## src/rtl/cnn_cell_update_pkg.sv

```systemverilog
// Shared types and fixed-point helpers for the CNN cell datapath.
// Also used by the cell-equation block for its own saturation.
package cnn_cell_update_pkg;

  localparam int WIDTH_D = 8;
  localparam int FRAC_D  = 6;

  typedef enum logic [1:0] {
    S_IDLE,
    S_WAIT,
    S_UPDATE,
    S_DONE
  } state_t;

  function automatic int sat(input int v, input int bits);
    int hi;
    int lo;
    hi = (1 << (bits - 1)) - 1;
    lo = -hi - 1;
    if (v > hi) return hi;
    if (v < lo) return lo;
    return v;
  endfunction

  function automatic int clamp(input int v, input int lim);
    if (v > lim) return lim;
    if (v < -lim) return -lim;
    return v;
  endfunction

endpackage

```

## src/rtl/cnn_cell_update_if.sv

```systemverilog
// Template-sum handshake between the cell-equation block
// and the state-update block.
interface cnn_cell_update_if #(
  parameter int WIDTH = 8
);
  logic signed [2*WIDTH:0] sum_in;
  logic                    sum_valid;
  logic                    sum_ready;

  modport master (
    output sum_in,
    output sum_valid,
    input  sum_ready
  );

  modport slave (
    input  sum_in,
    input  sum_valid,
    output sum_ready
  );
endinterface

```

## src/rtl/cnn_sat_clamp.sv

```systemverilog
// Piecewise-linear CNN output: y = clamp(x, -1.0, +1.0).
// Purely combinational.
module cnn_sat_clamp
  import cnn_cell_update_pkg::*;
#(
  parameter int WIDTH = WIDTH_D,
  parameter int FRAC  = FRAC_D
) (
  input  logic signed [2*WIDTH:0] i_x,
  output logic signed [WIDTH:0]   o_y
);

  assign o_y = (WIDTH+1)'(clamp(int'(i_x), 1 << FRAC));

endmodule

```

## src/rtl/cnn_cell_update.sv

```systemverilog
// CNN cell state integrator: forward-Euler step of
// dx/dt = -x + sum, output clamped to [-1, +1].
module cnn_cell_update
  import cnn_cell_update_pkg::*;
#(
  parameter int WIDTH    = WIDTH_D,
  parameter int FRAC     = FRAC_D,
  parameter int DT_SHIFT = 2,
  parameter int ITER_W   = 8
) (
  input  logic                    clk,
  input  logic                    rst_n,
  input  logic                    start,
  input  logic signed [2*WIDTH:0] x0,
  input  logic [ITER_W-1:0]       max_iter,
  cnn_cell_update_if.slave        sum_if,
  output logic signed [WIDTH:0]   y,
  output logic                    y_valid,
  output logic [ITER_W-1:0]       iter,
  output logic                    busy,
  output logic                    done,
  output logic                    converged
);

  localparam int SW = 2*WIDTH + 1;
  localparam int DW = SW + 2;

  state_t r_state;
  state_t w_next;

  logic signed [SW-1:0] r_x;
  logic signed [SW-1:0] r_sum;
  logic [ITER_W-1:0]    r_max;

  logic signed [DW-1:0] w_sum_ext;
  logic signed [DW-1:0] w_x_ext;
  logic signed [DW-1:0] w_diff;
  logic signed [DW-1:0] w_delta;
  logic signed [DW-1:0] w_xsum;
  logic signed [SW-1:0] w_xnew;
  logic signed [SW-1:0] w_cin;
  logic signed [WIDTH:0] w_y;
  logic [ITER_W:0]      w_iter_inc;
  logic w_xfer;
  logic w_zero;
  logic w_last;
  logic w_go;
  logic w_upd;

  assign sum_if.sum_ready = (r_state == S_WAIT);
  assign busy = (r_state == S_WAIT) ||
                (r_state == S_UPDATE);

  assign w_xfer = sum_if.sum_valid && sum_if.sum_ready;
  assign w_upd  = (r_state == S_UPDATE);
  assign w_go   = start && ((r_state == S_IDLE) ||
                            (r_state == S_DONE));

  // Two guard bits keep the shifted difference exact.
  assign w_sum_ext = {{2{r_sum[SW-1]}}, r_sum};
  assign w_x_ext   = {{2{r_x[SW-1]}}, r_x};
  assign w_diff    = (w_sum_ext >>> FRAC) - w_x_ext;
  assign w_delta   = w_diff >>> DT_SHIFT;
  assign w_xsum    = w_x_ext + w_delta;
  assign w_xnew    = SW'(sat(int'(w_xsum), SW));

  assign w_iter_inc = {1'b0, iter} + 1'b1;
  assign w_zero = (w_delta == '0);
  assign w_last = (w_iter_inc == {1'b0, r_max});

  assign w_cin = w_upd ? w_xnew : x0;

  cnn_sat_clamp #(
    .WIDTH (WIDTH),
    .FRAC  (FRAC)
  ) u_clamp (
    .i_x (w_cin),
    .o_y (w_y)
  );

  always_comb begin
    w_next = r_state;
    unique case (r_state)
      S_IDLE:   if (start) w_next = S_WAIT;
      S_WAIT:   if (w_xfer) w_next = S_UPDATE;
      S_UPDATE: w_next = (w_zero || w_last) ? S_DONE : S_WAIT;
      S_DONE:   if (start) w_next = S_WAIT;
      default:  w_next = S_IDLE;
    endcase
  end

  always_ff @(posedge clk or negedge rst_n) begin
    if (!rst_n) begin
      r_state   <= S_IDLE;
      r_x       <= '0;
      r_sum     <= '0;
      r_max     <= '0;
      y         <= '0;
      y_valid   <= 1'b0;
      iter      <= '0;
      done      <= 1'b0;
      converged <= 1'b0;
    end else begin
      r_state <= w_next;
      y_valid <= 1'b0;
      if (w_go) begin
        r_x       <= x0;
        iter      <= '0;
        done      <= 1'b0;
        converged <= 1'b0;
        y         <= w_y;
        y_valid   <= 1'b1;
        r_max     <= (max_iter == '0) ? ITER_W'(1) : max_iter;
      end
      if (w_xfer) r_sum <= sum_if.sum_in;
      if (w_upd) begin
        r_x     <= w_xnew;
        iter    <= w_iter_inc[ITER_W-1:0];
        y       <= w_y;
        y_valid <= 1'b1;
        if (w_zero || w_last) begin
          done      <= 1'b1;
          converged <= w_zero;
        end
      end
    end
  end

endmodule
```

## src/flat_wrapper.sv

```systemverilog
// flat-port wrapper written by rule: the top's interface ports become plain ports
module cnn_cell_update_flat import cnn_cell_update_pkg::*;
#(
  parameter int WIDTH    = WIDTH_D,
  parameter int FRAC     = FRAC_D,
  parameter int DT_SHIFT = 2,
  parameter int ITER_W   = 8
)
  (clk, rst_n, start, x0, max_iter, y, y_valid, iter, busy, done, converged, sum_if_sum_in, sum_if_sum_valid, sum_if_sum_ready);
  cnn_cell_update_if #(.WIDTH(WIDTH)) sum_if_i ();
  input  logic clk;
  input  logic rst_n;
  input  logic start;
  input  logic signed [2*WIDTH:0] x0;
  input  logic [ITER_W-1:0] max_iter;
  output logic signed [WIDTH:0] y;
  output logic y_valid;
  output logic [ITER_W-1:0] iter;
  output logic busy;
  output logic done;
  output logic converged;
  input wire logic [$bits(sum_if_i.sum_in)-1:0] sum_if_sum_in;
  input wire logic [$bits(sum_if_i.sum_valid)-1:0] sum_if_sum_valid;
  output wire logic [$bits(sum_if_i.sum_ready)-1:0] sum_if_sum_ready;
  assign sum_if_i.sum_in = sum_if_sum_in;
  assign sum_if_i.sum_valid = sum_if_sum_valid;
  assign sum_if_sum_ready = sum_if_i.sum_ready;
  cnn_cell_update #(.WIDTH(WIDTH), .FRAC(FRAC), .DT_SHIFT(DT_SHIFT), .ITER_W(ITER_W)) u_core (.clk(clk), .rst_n(rst_n), .start(start), .x0(x0), .max_iter(max_iter), .sum_if(sum_if_i), .y(y), .y_valid(y_valid), .iter(iter), .busy(busy), .done(done), .converged(converged));
endmodule
```

## config.mk

```make
export PLATFORM = sky130hd
export DESIGN_NAME = cnn_cell_update_flat
export DESIGN_NICKNAME = d
export VERILOG_FILES = /design/src/rtl/cnn_cell_update_pkg.sv /design/src/rtl/cnn_cell_update_if.sv /design/src/rtl/cnn_sat_clamp.sv /design/src/rtl/cnn_cell_update.sv /design/src/flat_wrapper.sv
export SDC_FILE = /design/constraint.sdc
export NUM_CORES = 1
export LEC_CHECK = 0
export CAP_MARGIN = 20
export CORE_ASPECT_RATIO = 1.75
export CORE_MARGIN = 3
export CORE_UTILIZATION = 35
export DETAILED_ROUTE_END_ITERATION = 8
export GPL_TIMING_DRIVEN = 1
export PLACE_DENSITY_LB_ADDON = 0.15
export SLEW_MARGIN = 20
export SYNTH_ARGS = -nofsm -noshare
export SYNTH_HDL_FRONTEND = slang
export SYNTH_SLANG_ARGS = --single-unit
```

## constraint.sdc

```tcl
create_clock -name clk -period 8 [get_ports clk]
set_input_delay 2 -clock clk [delete_from_list [all_inputs] [get_ports clk]]
set_output_delay 2 -clock clk [all_outputs]
set_load 0.02 [all_outputs]
```

Word level (Yosys, flattened, before mapping). Cells that the tools add are included.

Register bits after elaboration: 64.

Add/subtract/negate cells: 3. $lt $le $gt $ge: 4. Equal/unequal tests: 6. Mux-type cells: 34. Reductions and logical operators: 11.

Operators by type and width (count): two-way mux 17 bit (6); two-way mux 9 bit (5); two-way mux 8 bit (3); logical NOT 19 bit (1); adder 17 x 16 -> 18 bit (1); greater-than comparator 18 x 17 -> 1 bit (second input constant) (1); < comparator 18 x 17 -> 1 bit (second input constant) (1); subtractor 11 x 17 -> 18 bit (1); greater-than comparator 17 x 8 -> 1 bit (second input constant) (1); < comparator 17 x 7 -> 1 bit (second input constant) (1); two-way mux 16 bit (1); two-way mux 1 bit (14); adder 8 x 1 -> 9 bit (second input constant) (1); equality test 9 x 8 -> 1 bit (1); logical NOT 8 bit (1); two-way mux 7 bit (1); two-way mux 2 bit (3); case mux 2 bit (3 select lines) (1); equality test 2 bit (second input constant) (2); logical OR 1 bit (3); equality test 2 x 1 -> 1 bit (second input constant) (1); logical AND 1 bit (2); logical NOT 2 bit (1); inequality test 2 x 1 -> 1 bit (second input constant) (1); 4 further kinds (4).

Longest topological paths before layout. Gate-level depths: netlist (run 1).

Depth after elaboration: 15. Mapped depth: 23.

Cells and area by module. A second synthesis (run 1) with hierarchy kept.

Cells, all modules: 568. Area, all modules: 4916.0 um2.

By module, submodules not included: cnn_cell_update (times used 1, cells an instance 549, area each 4765.8 um2, sequential area each 1451.4 um2); cnn_sat_clamp (times used 1, cells an instance 19, area each 150.1 um2, sequential area each 0.0 um2).

Least setup slack after synthesis (run 1). OpenSTA, ideal clock, no wires.

Path type: reg2reg. From: register u_core.r_x[3]. To: register u_core.y[0]. Library setup time: 0.077 ns. Arrival: 4.868 ns. Path slack: 3.055 ns. Cell stages (with the launch flop): 24. Buffers on the path: 1. Path through: dfrtp_1 > inv_1 > ha_1 > clkbuf_1 > inv_1 > nor3_1 > nand2_1 > o211ai_1 > a2111oi_0 > o31ai_1 > nand3_1 > a22oi_1 > inv_1 > ha_1 > and3_1 > and2_4 > a221o_1 > o211a_4 > a31oi_4 > o221a_2 > o21ai_1 > nor4b_4 > a41oi_4 > o21ai_1.

Cells in the longest elaborated chain, start to end: 15. Elaborated cells on any way between the ends: 22.

RTL lines: start: declaration (RTL line cnn_cell_update.sv:31) `logic signed [SW-1:0] r_x;`; start signal: assignment (RTL line cnn_cell_update.sv:117) `r_x <= w_xnew;`; subtractor 11 x 17 -> 18 bit (RTL line cnn_cell_update.sv:62) `assign w_diff = (w_sum_ext >>> FRAC) - w_x_ext;`; adder 17 x 16 -> 18 bit (*) (RTL line cnn_cell_update.sv:64) `assign w_xsum = w_x_ext + w_delta;`; greater-than comparator 18 x 17 -> 1 bit / < comparator 18 x 17 -> 1 bit (equally long branches) (RTL line cnn_cell_update_pkg.sv:20, cnn_cell_update_pkg.sv:21); two-way mux 16 bit / two-way mux 1 bit (equally long branches) (RTL line cnn_cell_update_pkg.sv:20, cnn_cell_update_pkg.sv:21); two-way mux 17 bit / two-way mux 1 bit (equally long branches) (RTL line cnn_cell_update_pkg.sv:21) `if (v < lo) return lo;`; two-way mux 17 bit (RTL line cnn_cell_update_pkg.sv:22) `return v;`; two-way mux 17 bit (*) (RTL line cnn_cell_update_pkg.sv:21); two-way mux 17 bit (*) (RTL line cnn_cell_update.sv:71) `assign w_cin = w_upd ? w_xnew : x0;`; < comparator 17 x 7 -> 1 bit (RTL line cnn_cell_update_pkg.sv:27) `if (v < -lim) return -lim;`; two-way mux 1 bit (2 in series) (RTL line cnn_cell_update_pkg.sv:27); two-way mux 9 bit (RTL line cnn_cell_update_pkg.sv:28) `return v;`; two-way mux 9 bit (*) (RTL line cnn_cell_update_pkg.sv:27); two-way mux 9 bit (RTL line cnn_cell_update.sv:106) `if (w_go) begin`; two-way mux 9 bit (*) (RTL line cnn_cell_update.sv:116) `if (w_upd) begin`; end signal: assignment (RTL line cnn_cell_update.sv:111) `y <= w_y;`; end signal: assignment (RTL line cnn_cell_update.sv:119) `y <= w_y;`; end: declaration (RTL line cnn_cell_update.sv:17) `output logic signed [WIDTH:0] y,`.

Every way passes the cells marked *; elsewhere a longest branch is shown, timed or not. The select of a mux whose other input is x is not followed. A chain may end at the register's enable or synchronous reset.

Worst setup path after layout (run 1).
From: register u_core.r_x[1]. To: register u_core.y[5].

Same word-level chain as after synthesis.

==> results of run 1 <==
==> metal layers <==
| metal | vias to the layer above | global-route usage | routed length, um |
|---|---|---|---|
| li1 | 2116 | - | - |
| met1 | 2084 | 0.206 | 5390 |
| met2 | 91 | 0.372 | 7960 |
| met3 | 22 | 0.0305 | 456 |
| met4 | 0 | 0.0788 | 462 |
| met5 | - | 0 | 0 |
==> critical path, stage by stage (launching register included) <==
cell	delay [ns]
dfrtp_1	0.40
inv_1	0.12
ha_1	0.24
a21oi_1	0.26
o21ba_2	0.25
o211ai_1	0.18
a2111oi_0	0.72
o31ai_1	0.29
xor2_1	0.21
ha_1	0.49
and4_4	0.28
nand2_1	0.08
a211oi_1	0.49
o21ai_2	0.25
nor3_1	0.67
a21oi_1	0.09
a2bb2oi_1	0.21
a31o_1	0.28
a41oi_4	0.32
o21ai_1	0.09
==> cells by family (layout without fill, tap and decap cells) <==
group,after synthesis,after routing,synth area share
adder cells (fa/ha/maj),38,38,0.101
flip-flops,58,58,0.303
multiplexers,24,24,0.0548
AO/OA/AOI/OAI,163,163,0.241
XOR/XNOR,42,42,0.0767
AND/OR/NAND/NOR,164,164,0.175
buffers and inverters,57,120,0.0486
==> worst max-delay path by stage <==
stage / startpoint / end / slack [ns] / cells after the start
2_1_floorplan: u_core.r_x[3]$_DFFE_PN0P_ / u_core.y[0]$_DFFE_PN0P_ / 3.06 / 23
3_3_place_gp: u_core.r_x[1]$_DFFE_PN0P_ / u_core.y[0]$_DFFE_PN0P_ / 1.90 / 19
3_5_place_dp: u_core.r_x[4]$_DFFE_PN0P_ / u_core.y[5]$_DFFE_PN0P_ / 1.88 / 20
4_1_cts: u_core.r_x[4]$_DFFE_PN0P_ / u_core.y[5]$_DFFE_PN0P_ / 1.85 / 20
5_1_grt: u_core.r_x[1]$_DFFE_PN0P_ / u_core.y[5]$_DFFE_PN0P_ / 1.44 / 20
6_report: u_core.r_x[1]$_DFFE_PN0P_ / u_core.y[5]$_DFFE_PN0P_ / 1.93 / 19
==> area by class of cell <==
cell class | count | area, um^2
clock buffers | 9 | 225
clock inverters | 7 | 68.8
fillers | 1354 | 7530
inverters | 39 | 146
multi-input cells | 431 | 3110
flip-flops and latches | 58 | 1450
well taps | 174 | 218
repair buffers | 65 | 636
==> registers in the layout, summed over array words and instances, names as in the netlist <==
signal / cells
u_core.converged: 1
u_core.done: 1
u_core.iter: 8
u_core.r_max: 8
u_core.r_state: 2
u_core.r_sum: 11
u_core.r_x: 17
u_core.y: 9
u_core.y_valid: 1
==> through the flow <==
| step | util | instances |
|---|---|---|
| finish | 0.437 | 783 |
| global route | 0.437 | 783 |
| CTS | 0.437 | 783 |
| detailed placement | 0.415 | 767 |
| global placement | 0.415 | 767 |
| floorplan | - | 546 |
==> synth_stat cells, drive strengths merged, types with 3 or more instances <==
cell / instances / share of area
a211oi: 3 / 0.0047
a21o: 8 / 0.013
a21oi: 52 / 0.057
a31o: 3 / 0.0055
a31oi: 11 / 0.022
and2: 5 / 0.0070
and3: 7 / 0.0091
and4: 3 / 0.0060
buf: 5 / 0.0078
clkbuf: 13 / 0.010
dfrtp: 58 / 0.30
ha: 37 / 0.097
inv: 38 / 0.030
mux2: 18 / 0.042
mux2i: 6 / 0.013
nand2: 40 / 0.031
nand2b: 5 / 0.0065
nand3: 28 / 0.029
nand4: 6 / 0.0078
nor2: 37 / 0.029
nor2b: 6 / 0.0078
nor3: 10 / 0.010
nor4: 4 / 0.0065
nor4b: 3 / 0.0086
o211a: 3 / 0.0078
o211ai: 9 / 0.014
o21a: 4 / 0.0063
o21ai: 30 / 0.034
o221a: 3 / 0.0070
o221ai: 4 / 0.0073
o31ai: 6 / 0.0094
or2: 5 / 0.0065
xnor2: 23 / 0.042
xor2: 19 / 0.035
==> qor.csv, run 1 <==
metric;value;unit
Overall Global Routing Usage;0.195;
result of the run;complete, no violations;
Detailed Routing Iterations Pass 1;4;
post-place setup slack;1.88;ns
Syn. warnings;0;
antenna violations before repair;0;
first-pass GRT wire length;23.0;mm
area of the core;13400;um^2
library cell used as clock root buffer;clkbuf_16;
Max clock buf depth;2;
sum of routed wire length over all layers;14.3;mm
Synth Net Count;630;
antenna diode count;0;
Post-Synthesis Cells;546;
actual slew at the worst max-slew pin;0.811;ns
Routability Congestion;0.942;
I/O pin total;68;
combined area of all synthesized cells;4790;um^2
insertion delay of the later-clocked pin in the worst-skew pair;0.33;ns
iteration-0 DRC count of the detailed router;143;
pin count of the biggest net entering global routing;59;
Primary FF master, synth;dfrtp_1;
grt ovf;0;
fraction of layout instances using a drive strength above 1;0.105;
detailed-route vias per instance;5.51;
portion of the post-synthesis area used by sequential elements;0.303;
total clock buffers created by CTS;9;
CTS Hold Bufs;0;
Chip Height;161;um
Die Area;15200;um^2
Final Max Slew Viols;0;
share of the clock period used by the worst path after layout;0.758;
num rows;56;
Peak Freq;165;MHz
Remaining DRCs;0;
worst reg2reg path endpoint;u_core.y[5]$_DFFE_PN0P_;
final worst-path setup slack;1.93;ns
number of maximum-capacitance constraint violations;0;
average wire per cell in the routed design;18.2;um
count of port buffers added during placement;61;
class of the worst hold path;reg2reg;
setup repair after global routing missed its margin;no;
clock tree from TritonCTS;yes;
Hold Path Sink;u_core.converged$_DFF_PN0_;
r2r setup slk;1.93;ns
Gates resized, CTS repair;0;
Worst Hold Path Cells;2;
source of the worst register-to-register timing path;u_core.r_x[1]$_DFFE_PN0P_;
number of cell instances on the worst register-to-register path;19;
post-detailed-placement half-perimeter wirelength;11.2;mm
count of flip-flops with a built-in enable after synthesis;0;
largest clock skew in the final design;0.00610;ns
Syn Area/Cell;8.78;um^2
number of post-CTS setup repair buffers;0;
top library cells by usage in the layout, fill and taps aside;clkdlybuf4s50_1 (60), dfrtp_1 (58), a21oi_1 (49);
data required time at the worst endpoint;8.20;ns
Worst Setup End Kind;flip-flop;
ANT nets after route;0;
Final Net Count;688;
clock-pin transition on the worst setup and hold timing paths;0.06;ns
distinct cell type count of the synthesized netlist;73;
placed cell areas;5560;um^2
hold_sp;u_core.converged$_DFF_PN0_;
WHS;0.485;ns
effective utilization at floorplan;0.358;
Crit Path Max Fanout;8;
width of the die;94.5;um
vias in the first global route;4408;
sink count of the clock tree;58;
Worst Path Arrival;6.26;ns
count of endpoints failing setup in the final report;0;
FFs w/ async S/R, synth;1.00;
area grow syn2layout;22.1;%
H-tree depth reported by CTS;3;
number of hold violations in the final report;0;
final sum of negative setup slack;0;ns
Synth Register Bits;58;
critical setup path kind;reg2reg;
Startpoint Class;flip-flop;
slew margin rel.;0.459;
final standard cell area without fillers;5850;um^2
post-layout minimum cycle time;6.07;ns
most common cell after layout, fill and taps aside;clkdlybuf4s50_1;
overall via count from detail_route;4313;
Power of run 1 is not shown: default switching activity piles up to over one toggle a cycle in this logic, so the estimate is an artifact.
==> run 2: changes to the inputs <==
clock period = 5.4 ns   (was 8 ns; I/O delays follow)
==> run 2 against run 1 <==
Net effect:
- first-iteration DRC count rose by 11%
- fmax grew 21%
- sequential share of layout area shrank 2.1 points
- sequential cell count unchanged
- via count grew 5.6%
- worst setup slack worse by 1.6 ns
- largest cell class unchanged
==> qor.csv, run 2 (synthesis results as in run 1) <==
metric;value;unit;change
largest clock skew in the final design;0.00629;ns;was 0.00610 ns
Crit Path Max Fanout;6;;was 8
top library cells by usage in the layout, fill and taps aside;buf_4 (61), clkdlybuf4s50_1 (60), dfrtp_1 (58);;was clkdlybuf4s50_1 (60), dfrtp_1 (58), a21oi_1 (49)
I/O pin total;68;;unchanged
most used cell, CP;inv_1;;
Overall Global Routing Usage;0.198;;was 0.195
Startpoint Class;flip-flop;;unchanged
source of the worst register-to-register timing path;u_core.r_x[3]$_DFFE_PN0P_;;was u_core.r_x[1]$_DFFE_PN0P_
clock-pin transition on the worst setup and hold timing paths;0.06;ns;about the same
number of cells on the critical path;23;;was 19
share of the clock period used by the worst path after layout;0.929;;was 0.758
sink count of the clock tree;58;;unchanged
largest registers;u_core.r_x: 17 flops, u_core.r_sum: 11 flops, u_core.y: 9 flops;;unchanged
class of the worst hold path;reg2reg;;unchanged
number of cell instances on the worst register-to-register path;23;;was 19
Multi-input gate area;3230;um^2;was 3110 um^2
placed cell areas;5960;um^2;was 5560 um^2
cell breakdown of the critical path;inv_1 -> ha_1 -> inv_1 -> nor3_1 -> nand2_1 -> o211ai_1 -> a2111oi_2 -> buf_4 -> o31ai_4 -> nand3_1 -> a22oi_2 -> inv_1 -> ha_1 -> and3_2 -> and2_4 -> a221o_1 -> o211a_4 -> a31oi_4 -> o221a_4 -> o21ai_1 -> nor4b_4 -> a41oi_4 -> o21ai_1;;was inv_1 -> ha_1 -> a21oi_1 -> o21ba_2 -> o211ai_1 -> a2111oi_0 -> o31ai_1 -> xor2_1 -> ha_1 -> and4_4 -> nand2_1 -> a211oi_1 -> o21ai_2 -> nor3_1 -> a21oi_1 -> a2bb2oi_1 -> a31o_1 -> a41oi_4 -> o21ai_1
actual slew at the worst max-slew pin;0.808;ns;was 0.811 ns
effective utilization at floorplan;0.358;;unchanged
slew margin rel.;0.462;;was 0.459
data required time at the worst endpoint;5.66;ns;was 8.20 ns
total clock buffers created by CTS;9;;unchanged
critical setup path kind;reg2reg;;unchanged
first-pass GRT wire length;23.2;mm;was 23.0 mm
Max clock buf depth;2;;unchanged
Biggest register;u_core.r_x;;unchanged
critical-path cell with the highest stage delay;nor4b_4;;was a2111oi_0
Remaining DRCs;0;;unchanged
overall via count from detail_route;4555;;was 4313
post-place setup slack;-0.105;ns;was 1.88 ns
Largest register FFs;17;;unchanged
iteration-0 DRC count of the detailed router;159;;was 143
post-detailed-placement half-perimeter wirelength;11.5;mm;was 11.2 mm
CP max stage delay;0.37;ns;was 0.72 ns
start point of the critical path;u_core.r_x[3]$_DFFE_PN0P_;;was u_core.r_x[1]$_DFFE_PN0P_
average wire per cell in the routed design;17.6;um;was 18.2 um
final worst-path setup slack;0.382;ns;was 1.93 ns
sum of routed wire length over all layers;14.8;mm;was 14.3 mm
Critical path destination;u_core.y[0]$_DFFE_PN0P_;;was u_core.y[5]$_DFFE_PN0P_
number of filler cells placed in the layout;1342;;was 1354
antenna diode count;0;;unchanged
Chip Height;161;um;unchanged
post-layout minimum cycle time;5.02;ns;was 6.07 ns
Routability Congestion;0.963;;was 0.942
fraction of layout instances using a drive strength above 1;0.208;;was 0.105
most common cell after layout, fill and taps aside;buf_4;;was clkdlybuf4s50_1
number of hold violations in the final report;0;;unchanged
Final Max Slew Viols;0;;unchanged
Worst Path Arrival;5.28;ns;was 6.26 ns
family with the most delay on the worst path;compound AO/OA/AOI/OAI gates;;unchanged
clock tree from TritonCTS;yes;;unchanged
Die Area;15200;um^2;unchanged
detailed-route vias per instance;5.42;;was 5.51
Worst Path Buf+Inv;4;;was 1
area of the core;13400;um^2;unchanged
worst reg2reg path endpoint;u_core.y[0]$_DFFE_PN0P_;;was u_core.y[5]$_DFFE_PN0P_
count of endpoints failing setup in the final report;0;;unchanged
final standard cell area without fillers;6390;um^2;was 5850 um^2
library cell used as clock root buffer;clkbuf_16;;unchanged
H-tree depth reported by CTS;3;;unchanged
ANT nets after route;0;;unchanged
result of the run;complete, no violations;;unchanged
grt ovf;0;;unchanged
Final Net Count;746;;was 688
Detailed Routing Iterations Pass 1;4;;unchanged
Worst Setup End Kind;flip-flop;;unchanged
count of port buffers added during placement;61;;unchanged
number of maximum-capacitance constraint violations;0;;unchanged
insertion delay of the later-clocked pin in the worst-skew pair;0.33;ns;about the same
Layout Utilization;0.478;;was 0.437
antenna violations before repair;0;;unchanged
r2r setup slk;0.38;ns;was 1.93 ns
area grow syn2layout;33.4;%;was 22.1%
pin count of the biggest net entering global routing;59;;unchanged
Peak Freq;199;MHz;was 165 MHz
register area;1450;um^2;unchanged
num rows;56;;unchanged
vias in the first global route;4645;;was 4408
width of the die;94.5;um;unchanged
## run 2: changes by cell type in the layout (fill, tap and decap cells not counted), moves of 2 or more
cell	change
buf_4	+57
clkinv_4	+2
a21oi_2	+3
o221ai_2	+2
o221ai_1	-2
a21oi_1	-3
## run 2: worst reg2reg max path: cells and delay by family, from the launching register on
family,cells,cell delay (ns)
and+or+nand+nor,6,1.16
adders and majority gates,2,0.58
buffers and inverters,4,0.37
DFF,1,0.36
AOI/OAI and AO/OA,11,2.47
## run 2: area by class of cell
cell class / count / share of cell area
Sequential cell: 58 / 0.227
Clock buffer: 10 / 0.0374
Inverter: 39 / 0.0229
Clock inverter: 6 / 0.00665
Timing Repair Buffer: 122 / 0.166
Multi-Input combinational cell: 432 / 0.506
Tap cell: 174 / 0.0341
## run 2: worst min path at each step
stage,startpoint,end,slack (ns),depth (start not counted)
after global placement,u_core.y[1]$_DFFE_PN0P_,u_core.y[1]$_DFFE_PN0P_,0.47,2
after global routing,u_core.y[1]$_DFFE_PN0P_,u_core.y[1]$_DFFE_PN0P_,0.53,2
after floorplan,u_core.r_max[0]$_DFFE_PN0P_,u_core.r_max[0]$_DFFE_PN0P_,0.47,2
after detailed placement,u_core.y[1]$_DFFE_PN0P_,u_core.y[1]$_DFFE_PN0P_,0.48,2
final,u_core.y[1]$_DFFE_PN0P_,u_core.y[1]$_DFFE_PN0P_,0.48,2
after CTS,u_core.y[1]$_DFFE_PN0P_,u_core.y[1]$_DFFE_PN0P_,0.49,2
## run 2: layer usage
layer | vias up | wire length [um] | track usage
li1 | 2243 | - | -
met1 | 2184 | 5360 | 0.200
met2 | 98 | 8510 | 0.386
met3 | 30 | 490 | 0.0258
met4 | 0 | 451 | 0.0880
met5 | - | 0 | 0
## run 2: stage by stage
stage	setup TNS, ns	hold WS [ns]	std cells
5_1_grt	-0.00821	0.525	841
2_1_floorplan	0	0.469	546
3_3_place_gp	0	0.475	820
4_1_cts	0	0.487	836
6_report	0	0.483	841
3_5_place_dp	-0.554	0.475	820
## run 2: repair_timing
item                                    CTS  global route
endpoints found under the setup margin    7             8
cloned                                    0             1
hold buffers                              0             0
resized for setup                         1            21
buffers inserted                          0             4
pin swaps                                 0             9
Power of run 2 is left out for the same reason.
